## src/rtl/sync_fifo_param_pkg.sv

```systemverilog
// Shared constants and elaboration-time helpers for the parametrised FIFO.
package sync_fifo_param_pkg;

  localparam int unsigned DEF_DATA_W    = 8;
  localparam int unsigned DEF_DEPTH     = 8;
  localparam int unsigned DEF_AE_LEVEL  = 2;
  localparam int unsigned DEF_AF_MARGIN = 2;

  // Ceiling log2, used to size pointers and the occupancy counter.
  function automatic int unsigned clog2(input int unsigned v);
    int unsigned r;
    r = 0;
    while ((32'd1 << r) < v) r = r + 1;
    return r;
  endfunction

  // True when v is a non-zero power of two.
  function automatic logic is_pow2(input int unsigned v);
    return (v != 0) && ((v & (v - 1)) == 0);
  endfunction

endpackage

```

## src/rtl/fifo_mem.sv

```systemverilog
// Simple dual-port register array: synchronous write, registered read.
module fifo_mem #(
  parameter int unsigned DATA_W = 8,
  parameter int unsigned DEPTH  = 8,
  parameter int unsigned AW     = 3
) (
  input  logic              clk,
  input  logic              rst_n,
  input  logic              we,
  input  logic [AW-1:0]     waddr,
  input  logic [DATA_W-1:0] wdata,
  input  logic              re,
  input  logic [AW-1:0]     raddr,
  output logic [DATA_W-1:0] rdata
);

  logic [DATA_W-1:0] r_mem [DEPTH];
  logic [DATA_W-1:0] r_rdata;

  // Storage write; contents survive reset by design.
  always_ff @(posedge clk) begin
    if (we) r_mem[waddr] <= wdata;
  end

  // Read register: cleared by reset, holds whenever no read is issued.
  always_ff @(posedge clk) begin
    if (!rst_n)  r_rdata <= '0;
    else if (re) r_rdata <= r_mem[raddr];
  end

  assign rdata = r_rdata;

endmodule

```

## src/rtl/sync_fifo_param.sv

```systemverilog
// Parametrised single-clock FIFO with occupancy count, thresholds and error pulses.
module sync_fifo_param
  import sync_fifo_param_pkg::*;
#(
  parameter int unsigned DATA_W   = DEF_DATA_W,
  parameter int unsigned DEPTH    = DEF_DEPTH,
  parameter int unsigned AF_LEVEL = DEPTH - DEF_AF_MARGIN,
  parameter int unsigned AE_LEVEL = DEF_AE_LEVEL
) (
  input  logic                   clk,
  input  logic                   rst_n,
  input  logic                   wen,
  input  logic                   ren,
  input  logic [DATA_W-1:0]      din,
  output logic [DATA_W-1:0]      dout,
  output logic                   dout_valid,
  output logic [clog2(DEPTH):0]  count,
  output logic                   full,
  output logic                   empty,
  output logic                   almost_full,
  output logic                   almost_empty,
  output logic                   overflow,
  output logic                   underflow
);

  localparam int unsigned AW    = clog2(DEPTH);
  localparam int unsigned CNT_W = AW + 1;
  localparam logic [CNT_W-1:0] FULL_CNT = CNT_W'(DEPTH);
  localparam logic [CNT_W-1:0] AF_CNT   = CNT_W'(AF_LEVEL);
  localparam logic [CNT_W-1:0] AE_CNT   = CNT_W'(AE_LEVEL);

  logic [AW-1:0]     r_wptr;
  logic [AW-1:0]     r_rptr;
  logic [CNT_W-1:0]  r_count;
  logic              r_dout_valid;
  logic              r_overflow;
  logic              r_underflow;
  logic              w_rd_acc;
  logic              w_wr_acc;
  logic              w_we;
  logic              w_re;
  logic [DATA_W-1:0] w_rdata;

  // Configuration sanity check at elaboration/simulation start.
  initial begin
    if (!is_pow2(DEPTH) || DEPTH < 2)
      $error("sync_fifo_param: DEPTH=%0d must be a power of two >= 2", DEPTH);
    if (AF_LEVEL > DEPTH)
      $error("sync_fifo_param: AF_LEVEL=%0d exceeds DEPTH=%0d", AF_LEVEL, DEPTH);
    if (DATA_W < 1)
      $error("sync_fifo_param: DATA_W must be >= 1");
  end

  // Accept decisions from pre-edge state; a read frees a slot for a same-cycle write.
  always_comb begin
    w_rd_acc = ren && (r_count != '0);
    w_wr_acc = wen && ((r_count != FULL_CNT) || w_rd_acc);
  end

  // Reset dominates any request reaching the array.
  assign w_we = w_wr_acc & rst_n;
  assign w_re = w_rd_acc & rst_n;

  fifo_mem #(
    .DATA_W (DATA_W),
    .DEPTH  (DEPTH),
    .AW     (AW)
  ) u_mem (
    .clk    (clk),
    .rst_n  (rst_n),
    .we     (w_we),
    .waddr  (r_wptr),
    .wdata  (din),
    .re     (w_re),
    .raddr  (r_rptr),
    .rdata  (w_rdata)
  );

  // Pointers, occupancy and one-cycle status pulses.
  always_ff @(posedge clk) begin
    if (!rst_n) begin
      r_wptr       <= '0;
      r_rptr       <= '0;
      r_count      <= '0;
      r_dout_valid <= 1'b0;
      r_overflow   <= 1'b0;
      r_underflow  <= 1'b0;
    end else begin
      if (w_wr_acc) r_wptr <= r_wptr + AW'(1);
      if (w_rd_acc) r_rptr <= r_rptr + AW'(1);
      case ({w_wr_acc, w_rd_acc})
        2'b10:   r_count <= r_count + CNT_W'(1);
        2'b01:   r_count <= r_count - CNT_W'(1);
        default: r_count <= r_count;
      endcase
      r_dout_valid <= w_rd_acc;
      r_overflow   <= wen & ~w_wr_acc;
      r_underflow  <= ren & ~w_rd_acc;
    end
  end

  assign dout         = w_rdata;
  assign dout_valid   = r_dout_valid;
  assign count        = r_count;
  assign full         = (r_count == FULL_CNT);
  assign empty        = (r_count == '0);
  assign almost_full  = (r_count >= AF_CNT);
  assign almost_empty = (r_count <= AE_CNT);
  assign overflow     = r_overflow;
  assign underflow    = r_underflow;

endmodule
```

## config.mk

```make
export PLATFORM = sky130hd
export DESIGN_NAME = sync_fifo_param
export DESIGN_NICKNAME = d
export VERILOG_FILES = /design/src/rtl/sync_fifo_param_pkg.sv /design/src/rtl/fifo_mem.sv /design/src/rtl/sync_fifo_param.sv
export SDC_FILE = /design/constraint.sdc
export NUM_CORES = 1
export LEC_CHECK = 0
export BUFFER_PORTS_ARGS = -buffer_cell sky130_fd_sc_hd__buf_2
export CAP_MARGIN = 20
export CORE_UTILIZATION = 52
export DETAILED_ROUTE_END_ITERATION = 10
export GPL_ROUTABILITY_DRIVEN = 1
export GPL_TIMING_DRIVEN = 0
export PLACE_DENSITY = 0.74
export SETUP_SLACK_MARGIN = 0.15
export SLEW_MARGIN = 20
export SYNTH_ARGS = -nofsm -noshare
export SYNTH_HDL_FRONTEND = slang
export SYNTH_SLANG_ARGS = --single-unit
```

## constraint.sdc

```tcl
create_clock -name clk -period 2.2 [get_ports clk]
set_input_delay 0.22 -clock clk [delete_from_list [all_inputs] [get_ports clk]]
set_output_delay 0.22 -clock clk [all_outputs]
set_load 0.03 [all_outputs]
```

### After elaboration in Yosys (flattened, before gate mapping)

Memories as Yosys holds them, arrays and structs flattened. A register that Yosys moved wholly into a read port is not among the register bits.
Cells that the tools add are included.

| operators by class | value |
|---|---|
| add/sub/neg operators | 4 |
| $lt $le $gt $ge | 2 |
| eq/ne operators | 4 |
| muxes and demuxes | 3 |
| bitwise operators | 6 |
| reduce and logical (&&, ||, !) cells | 7 |

Operator list:

| operator | count |
|---|---|
| $pmux 4 s2 | 1 |
| $add 3x1->3 const B | 2 |
| $add 4x1->4 const B | 1 |
| $and 1x1->1 | 4 |
| $eq 4x4->1 const B | 1 |
| $ge 4x3->1 const B | 1 |
| $le 4x2->1 const B | 1 |
| $logic_not 4->1 | 1 |
| $ne 4x4->1 const B | 1 |
| $reduce_bool 4->1 | 1 |
| $sub 4x1->4 const B | 1 |
| $eq 2x1->1 const B | 1 |
| $eq 2x2->1 const B | 1 |
| $logic_and 1x1->1 | 2 |
| $mux 1 | 2 |
| $not 1->1 | 2 |
| $reduce_bool 2->1 | 1 |
| $logic_not 1->1 | 1 |
| $logic_or 1x1->1 | 1 |

| word-level totals | value |
|---|---|
| flip-flop bits (word level) | 13 |
| RAM bits | 64 |
| logic and storage cells | 33 |
| memories kept | 1 |

Memory list:

| name | words | bits a word | read ports | clocked after memory_dff | write ports | line | text |
|---|---|---|---|---|---|---|---|
| u_mem.r_mem | 8 | 8 | 1 | 1 | 1 | fifo_mem.sv:17 | `logic [DATA_W-1:0] r_mem [DEPTH];` |

### Logic depth before layout (Yosys ltp)

Gate-level depths: netlist (run 1).

| logic depth | value |
|---|---|
| depth in word-level cells | 7 |
| depth in mapped cells | 10 |

### By module

A second synthesis (run 1) with hierarchy kept.

| second synthesis, totals | value |
|---|---|
| cell total of the unflattened synthesis | 227 |
| area, all modules | 3,420.8 um^2 |

By module, submodules not included:

| module | times used | cells an instance | area each (um^2) |
|---|---|---|---|
| fifo_mem | 1 | 160 | 2,788.9 |
| sync_fifo_param | 1 | 67 | 631.9 |

### Worst setup path after synthesis (run 1)

No wires, ideal clock.

| timing path | value |
|---|---|
| path kind | register to register |
| start | register r_count[3], in the netlist count[3] |
| end | register r_count[3], in the netlist count[3] |
| library setup time | 0.072 ns |
| data arrival time | 2.530 ns |
| data required time | 2.128 ns |
| setup slack | -0.402 ns |
| cell stages (with the launch flop) | 9 |
| clock period less this slack | 2.602 ns |
| path through | dfxtp_1 > or4b_4 > o21ai_4 > ha_1 > ha_1 > a21o_1 > a21oi_1 > mux2i_1 > mux2i_1 |

| on the way | value |
|---|---|
| longest elaborated chain between the ends | 6 |
| elaborated cells on any way between the ends | 11 |

RTL lines:

| what | line | text |
|---|---|---|
| start, declared | sync_fifo_param.sv:34 | `logic [CNT_W-1:0] r_count;` |
| start signal, assigned | sync_fifo_param.sv:92 | `2'b10: r_count <= r_count + CNT_W'(1);` |
| start signal, assigned | sync_fifo_param.sv:93 | `2'b01: r_count <= r_count - CNT_W'(1);` |
| start signal, assigned | sync_fifo_param.sv:94 | `default: r_count <= r_count;` |
| $reduce_bool 4->1 | sync_fifo_param.sv:56 | `w_rd_acc = ren && (r_count != '0);` |
| $logic_and 1x1->1 | sync_fifo_param.sv:56 |  |
| $logic_or 1x1->1 | sync_fifo_param.sv:57 | `w_wr_acc = wen && ((r_count != FULL_CNT) \|\| w_rd_acc);` |
| $logic_and 1x1->1 | sync_fifo_param.sv:57 |  |
| $eq 2x1->1 / $eq 2x2->1 (equally long branches) | sync_fifo_param.sv:91 | `case ({w_wr_acc, w_rd_acc})` |
| $pmux 4 s2 / $reduce_bool 2->1 (equally long branches) | - |  |

Parallel ways exist; a longest one is shown, timed or not.
A chain may end at the register's enable or synchronous reset.

### Final worst setup path (run 1)

| timing path | value |
|---|---|
| start | register r_count[2], in the netlist count[2] |
| end | register r_count[1], in the netlist count[1] |

Same word-level chain as after synthesis.

==> metrics.md, run 1 <==
| Metric | Value |
|---|---|
| Nature of the critical path startpoint | `register` |
| Avg Inst Size Synth | `17.1 µm²` |
| Launch instance of the worst min-delay path | `din[3]` |
| Via count of the first global-routing pass | `~1,900` |
| Utilization after layout | `67.1%` |
| TritonCTS clock tree | `built` |
| Number of nets in the synthesized netlist | `215` |
| Setup skew after layout | `0.00547 ns` |
| Core Region | `6100 µm²` |
| Die Y | `82.5 µm` |
| Post-DR vias/cell | `5.75` |
| Proportion of layout cells with a drive suffix above 1 | `between 40% and 50%` |
| Area growth from synthesis to layout | `21.4%` |
| Maximum number of pins on one net before global-route repair | `14` |
| Cell count after synthesis | `197` |
| Longest Clk Path Bufs | `2` |
| Boundary pin count | `31` |
| Cell types with the largest area share after synthesis | `edfxtp_1 (57%), dfxtp_1 (12%), mux4_2 (11%)` |
| Total power divided by cell area | `1100 nW/µm²` |
| DRT Pass-1 Iters | `4` |
| Hpwl dp | `4.16 mm` |
| Sequential-to-total area share from yosys stat | `69.6%` |
| R2r setup slk | `-0.11 ns` |
| Final setup violating endpoints | `3` |
| Worst VDD drop | `0.814 mV` |
| Num rows | `28` |
| Number of antenna repair diodes | `0` |
| Final critical-path required period | `2.31 ns` |
| CP Data Required Time | `around 2.4 ns` |
| Max FO, Critical Path | `7` |
| Violated checks | `setup timing` |
| Area share of the leading cell type in the synthesized netlist | `a little under three fifths` |
| Source of the critical timing path | `count[2]` |
| Global placer's final weighted congestion | `0.748` |
| Detailed-route wire length | `~6.7 mm` |
| Worst min-delay path class | `in2reg` |
| Share of the clock period used by the worst path after layout | `105%` |
| Buffer type at the clock tree root | `clkbuf_8` |
| Top cell family by delay on the critical path | `simple AND/OR/NAND/NOR gates` |
| Number of fill cells in the layout | `416` |
| Pre-CTS setup slack | `-0.297 ns` |
| Number of antenna violations at the first check in global routing | `0` |
| Port bufs | `28` |
| Leading register cell type out of synthesis | `edfxtp_1` |
| Async S/R FF share, synth | `0%` |
| Maximum clock frequency | `around 430 MHz` |
| Critical path endpoint category | `register` |
| Outcome | `complete, but fails checks` |
| Starting DRC count in detailed routing | `89` |
| Warning count from the yosys run | `0` |
| CP Data Arrival Time | `2.56 ns` |
| Cells along the critical path | `or4b_4 -> o21ai_4 -> ha_4 -> buf_4 -> inv_2 -> fa_2 -> o21ai_2 -> and2_1` |
| Clock-pin slew of the registers on the worst-case setup and hold paths | `0.08 ns` |
| Number of routed nets with antenna violations | `0` |
| Critical Setup Path Class | `reg2reg` |
| Clock buffers created by TritonCTS | `9` |
| Endpoints failing hold | `0` |
| Width of the die | `82.5 µm` |
| Transition time of the tightest slew-check pin | `around 0.8 ns` |
| DR DRC count | `0` |
| Total of max-cap violations | `0` |
| Worst-skew pair later-pin latency | `0.35 ns` |
| Worst rel slew slack | `48.1%` |
| Number of distinct standard cells referenced by the synthesized netlist | `34` |
| Overall fraction of global-route tracks in use | `22.2%` |
| Slowest cell on crit path | `or4b_4` |
| Starting Density | `between 50% and 60%` |
| Number of enable-type register cells in the synthesized netlist | `between 60 and 70` |
| Number of nets at the end of the flow | `271` |
| Reg2Reg Launch Point | `count[2]` |
| Drt wl/cell | `20.0 µm` |
| Worst setup margin | `-0.113 ns` |
| Routed via count | `~1,900` |
| RSZ-0062 raised after global routing | `yes` |
| Leading area contributor after synthesis | `edfxtp_1` |
| Die area | `between 6000 and 7000 µm²` |
| Count of final max-slew check failures | `0` |
| Final instance count without filler cells | `333` |
| Critical path's largest stage delay | `0.57 ns` |
| Count of state elements after synthesis | `85` |
| H-tree levels | `3` |
| CP Buf/Inv Count | `2` |
| Static Leak | `1.46 nW` |
| Wire length of the first global-routing pass | `about 9.9 mm` |
| Cell count after placement | `306` |
| Power consumption | `0.00452 W` |
| Summed instance area of the synthesized netlist | `3370 µm²` |
| Sink count of the clock tree | `85` |
| List of most frequent post-synthesis cells | `edfxtp_1 (64), dfxtp_1 (21), mux4_2 (16)` |
| Count leader, synth | `edfxtp_1` |
| Remaining Overflow, GRT | `0` |
where the power goes:
group / leakage, nW / switching (W) / internal, W
registers: 0.752 / 0.0000965 / 0.00186
clock network: 0.110 / 0.000517 / 0.000703
logic: 0.598 / 0.000747 / 0.000593
cell type report:
type                       count  area (µm²)  area share (%)
sequential                    85        2360            57.6
multi-input combinational     94        1050            25.7
tap                           75        93.8            2.29
inverter                       8        30.0           0.734
clock inverter                 3        67.6            1.65
buffer                        10        58.8            1.44
clock buffer                  13         159            3.89
timing repair buffer          45         270            6.61
worst paths after layout:
path | cells after the start | end
worst max register to register | 8 | count[1]
worst min register to register | 1 | u_mem.rdata[7]
worst max-delay path | 8 | count[1]
worst min-delay path | 1 | u_mem.r_mem[2][3]
cell families (layout without fill, tap and decap cells):
family | count (synthesis) | in the layout | share of synthesized area (%)
buffers and inverters | 18 | 79 | 2.19
adder cells (fa/ha/maj) | 6 | 6 | 2.45
multiplexers | 27 | 27 | 14.0
flip-flops | 85 | 85 | 69.6
AND/OR/NAND/NOR | 37 | 37 | 6.02
XOR/XNOR | 5 | 5 | 1.30
AO/OA/AOI/OAI | 19 | 19 | 4.50
flip-flops by register name, indices dropped and copies added, names as in the netlist:
register     flops
overflow         1
dout_valid       1
r_wptr           3
underflow        1
u_mem.r_mem     64
count            4
r_rptr           3
u_mem.rdata      8
per-stage QoR:
stage	TNS [ns]	cell area [µm²]	hold slack, ns
5_1_grt	-0.500	4090	0.131
3_3_place_gp	-17.94	3650	0.439
4_1_cts	-0.184	4040	0.129
6_report	-0.293	4090	0.141
2_1_floorplan	-0.342	3410	0.319
3_5_place_dp	-0.714	3720	0.444
worst register-to-register path, cell delays in order (launching register included):
cell	delay, ns
dfxtp_4	0.38
or4b_4	0.57
o21ai_4	0.21
ha_4	0.18
buf_4	0.12
inv_2	0.04
fa_2	0.52
o21ai_2	0.05
and2_1	0.15
layer usage:
| layer | GRT usage [%] | wire [µm] | share of wire [%] | up-vias |
|---|---|---|---|---|
| met3 | 5.49 | 257 | 3.9 | 13 |
| met2 | 35.4 | 3430 | 51 | 49 |
| li1 | - | - | - | 874 |
| met5 | 0 | 0 | 0 | - |
| met4 | 10.4 | 138 | 2.1 | 0 |
| met1 | 28.6 | 2840 | 43 | 979 |
what timing repair did:
item | CTS | global route
gates resized for setup | 10 | 9
setup buffers | 8 | 3
cloned | 0 | 0
pin swaps | 5 | 4
hold buffers | 0 | 0
hold endpoints to repair | 0 | 0
endpoints found under the setup margin | 11 | 33
cell usage in the layout, fill, tap and decap left out, types with 2 or more instances in the layout:
cell type  count
nor4_4         2
edfxtp_1      64
bufinv_16      2
o2bb2ai_1      8
a21boi_0       2
nor2_2         2
nor3_2         4
xnor2_1        4
buf_1          2
dfxtp_4        4
ha_4           2
mux2i_1       11
mux4_2        16
clkbuf_1       5
clkbuf_8      11
inv_2          2
nor2_1         2
dfxtp_1       17
a21o_1         2
inv_1          6
ha_1           3
buf_4         20
nand2_1        7
nand3_1        4
and2_1         7
buf_2         28
Note: power is estimated with default switching activity, not from simulation.
==> run 2, diff against run 1 <==
--- a/config.mk
+++ b/config.mk
@@ -11,7 +11,7 @@
 export DETAILED_ROUTE_END_ITERATION = 10
 export GPL_ROUTABILITY_DRIVEN = 1
 export GPL_TIMING_DRIVEN = 0
-export PLACE_DENSITY = 0.74
+export PLACE_DENSITY = 0.78
 export SETUP_SLACK_MARGIN = 0.15
 export SLEW_MARGIN = 20
 export SYNTH_ARGS = -nofsm -noshare
==> metrics.md, run 2 (synthesis results as in run 1) <==
| Metric | Value |
|---|---|
| Outcome | `complete, but fails checks` |
| Violated checks | `setup timing` |
| Boundary pin count | `31 (unchanged)` |
| Number of nets at the end of the flow | `270 (-0.37%)` |
| Share of the clock period used by the worst path after layout | `106% (+0.73 points)` |
| Total power divided by cell area | `1060 nW/µm² (-4.4%)` |
| Core Region | `6100 µm² (unchanged)` |
| Starting DRC count in detailed routing | `197 (+120%)` |
| Proportion of layout cells with a drive suffix above 1 | `40.9% (+0.16 points)` |
| Final instance count without filler cells | `332 (-0.30%)` |
| Detailed-route wire length | `6.34 mm (-5.0%)` |
| H-tree levels | `3 (unchanged)` |
| CP Data Arrival Time | `2.60 ns (+0.04 ns)` |
| Slowest cell on crit path | `or4_4` |
| Post-CTS Hold Fix Bufs | `0 (unchanged)` |
| Maximum clock frequency | `429 MHz (-0.69%)` |
| Remaining Overflow, GRT | `0 (unchanged)` |
| Wire length of the first global-routing pass | `9.58 mm (-3.4%)` |
| Die Y | `82.5 µm (unchanged)` |
| Static Leak | `1.44 nW (-1.6%)` |
| Total negative slack for setup checks | `-0.262 ns (+0.0315 ns)` |
| Leading cell types in the layout, fill and taps excluded | `edfxtp_1 (64), buf_2 (30), dfxtp_1 (17), mux4_2 (16), buf_4 (12)` |
| Total of max-cap violations | `0 (unchanged)` |
| Area growth from synthesis to layout | `21.3%` |
| Number of antenna violations at the first check in global routing | `0 (unchanged)` |
| Width of the die | `82.5 µm (unchanged)` |
| Endpoints failing hold | `0 (unchanged)` |
| Worst hold slack | `0.137 ns (-0.00380 ns)` |
| Number of fill cells in the layout | `419 (+0.72%)` |
| Post-DR vias/cell | `5.70 (-0.80%)` |
| Final setup violating endpoints | `3 (unchanged)` |
| Buffer type at the clock tree root | `clkbuf_8` |
| Overall fraction of global-route tracks in use | `21.0% (-1.1 points)` |
| Via count of the first global-routing pass | `1,829 (-3.0%)` |
| Number of flip-flops in the largest register | `64 (unchanged)` |
| Count of final max-slew check failures | `0 (unchanged)` |
| Pre-CTS setup slack | `-0.302 ns (-0.00512 ns)` |
| Worst rel slew slack | `49.4% (+1.2 points)` |
| RSZ-0062 raised after global routing | `yes` |
| Longest Clk Path Bufs | `2 (unchanged)` |
| Critical path endpoint category | `register` |
| Launch instance of the worst min-delay path | `din[0]` |
| Critical path's largest stage delay | `0.54 ns (-0.03 ns)` |
| Nature of the critical path startpoint | `register` |
| Reg2Reg Launch Point | `count[0]` |
| Critical Setup Path Class | `reg2reg` |
| Worst min-delay path class | `in2reg` |
| Die area | `6800 µm² (unchanged)` |
| Starting Density | `55.2% (unchanged)` |
| Number of routed nets with antenna violations | `0 (unchanged)` |
| Setup skew after layout | `0.00932 ns (+0.00386 ns)` |
| Area occupied by multi-input gates | `1080 µm² (+2.7%)` |
| Hpwl dp | `3.94 mm (-5.3%)` |
| Num rows | `28 (unchanged)` |
| Global placer's final weighted congestion | `0.716 (-4.3%)` |
| CP Data Required Time | `2.47 ns (+0.03 ns)` |
| DRT Pass-1 Iters | `4 (unchanged)` |
| Port bufs | `28 (unchanged)` |
| FF+latch area | `2360 µm² (unchanged)` |
| Number of antenna repair diodes | `0 (unchanged)` |
| DR DRC count | `0 (unchanged)` |
| Maximum number of pins on one net before global-route repair | `17 (+3)` |
| Worst setup margin | `-0.129 ns (-0.0161 ns)` |
| Worst-skew pair later-pin latency | `0.34 ns (about the same)` |
| Worst VDD drop | `0.827 mV (+1.5%)` |
| Cell count after placement | `304 (-0.65%)` |
| Max FO, Critical Path | `4 (-3)` |
| Final critical-path required period | `2.33 ns (+0.0161 ns)` |
| Cells along the critical path | `or4_4 -> buf_8 -> nand2_8 -> inv_4 -> ha_4 -> ha_4 -> a21o_1 -> a21oi_2 -> mux2i_1 -> mux2i_1` |
| Clock buffers created by TritonCTS | `9 (unchanged)` |
| Sink count of the clock tree | `85 (unchanged)` |
| Routed via count | `1,894 (-1.1%)` |
| Drt wl/cell | `19.1 µm (-4.7%)` |
| Source of the critical timing path | `count[0]` |
| TritonCTS clock tree | `built` |
| Transition time of the tightest slew-check pin | `0.756 ns (-0.0223 ns)` |
| Register name with the most flops | `u_mem.r_mem` |
| Clock-pin slew of the registers on the worst-case setup and hold paths | `0.09 ns (about the same)` |
| Most common cell after layout, fill and taps aside | `edfxtp_1` |
[run 2: power breakdown]
| part | leakage [nW] | switching [W] | internal, W |
|---|---|---|---|
| clock | 0.0881 | 0.000587 | 0.000426 |
| combinational | 0.597 | 0.000753 | 0.000594 |
| sequential | 0.752 | 0.0000909 | 0.00186 |
| total | 1.44 | 0.00143 | 0.00288 |
[run 2: repair_timing]
item | in CTS | in global routing
pin swaps | 4 | 2
resized for setup | 13 | 15
buffers inserted | 8 | 4
setup endpoints to repair | 11 | 37
[run 2: per-stage QoR]
stage	utilization (%)	cell area, µm²	total power, W
after CTS	65.5	3990	0.00424
final	67.0	4080	0.00431
after global routing	67.0	4080	0.00452
after global placement	59.8	3650	0.00307
after floorplan	-	3410	0.00281
after detailed placement	60.8	3710	0.00310
[run 2: layout make-up]
cell class,count,share of cell area [%]
Timing Repair Buffer,44,6.77
Clock inverter,7,1.41
Inverter,8,0.858
Multi-Input combinational cell,94,26.5
Sequential cell,85,57.7
Tap cell,75,2.30
Clock buffer,9,3.03
Buffer,10,1.44
[run 2: final timing paths]
| check | to | slack, ns | cells after the start |
|---|---|---|---|
| worst max-delay path | count[3] | -0.13 | 10 |
| worst min-delay path | u_mem.r_mem[4][0] | 0.14 | 1 |
| worst max register to register | count[3] | -0.13 | 10 |
| worst min register to register | u_mem.rdata[2] | 0.47 | 1 |
[run 2: metal layers]
layer / routed length [µm] / GRT usage (%)
met2: 3220 / 35.0
met4: 89 / 9.30
met1: 2750 / 26.0
met3: 273 / 5.27
met5: 0 / 0
[run 2: critical path: cells and delay by family (launching register included)]
kind	cells	cell delay, ns
AND/OR/NAND/NOR	2	0.61
multiplexers	2	0.42
adder cells (fa/ha/maj)	2	0.37
flip-flops	1	0.36
AO/OA/AOI/OAI	2	0.30
buffers and inverters	2	0.19
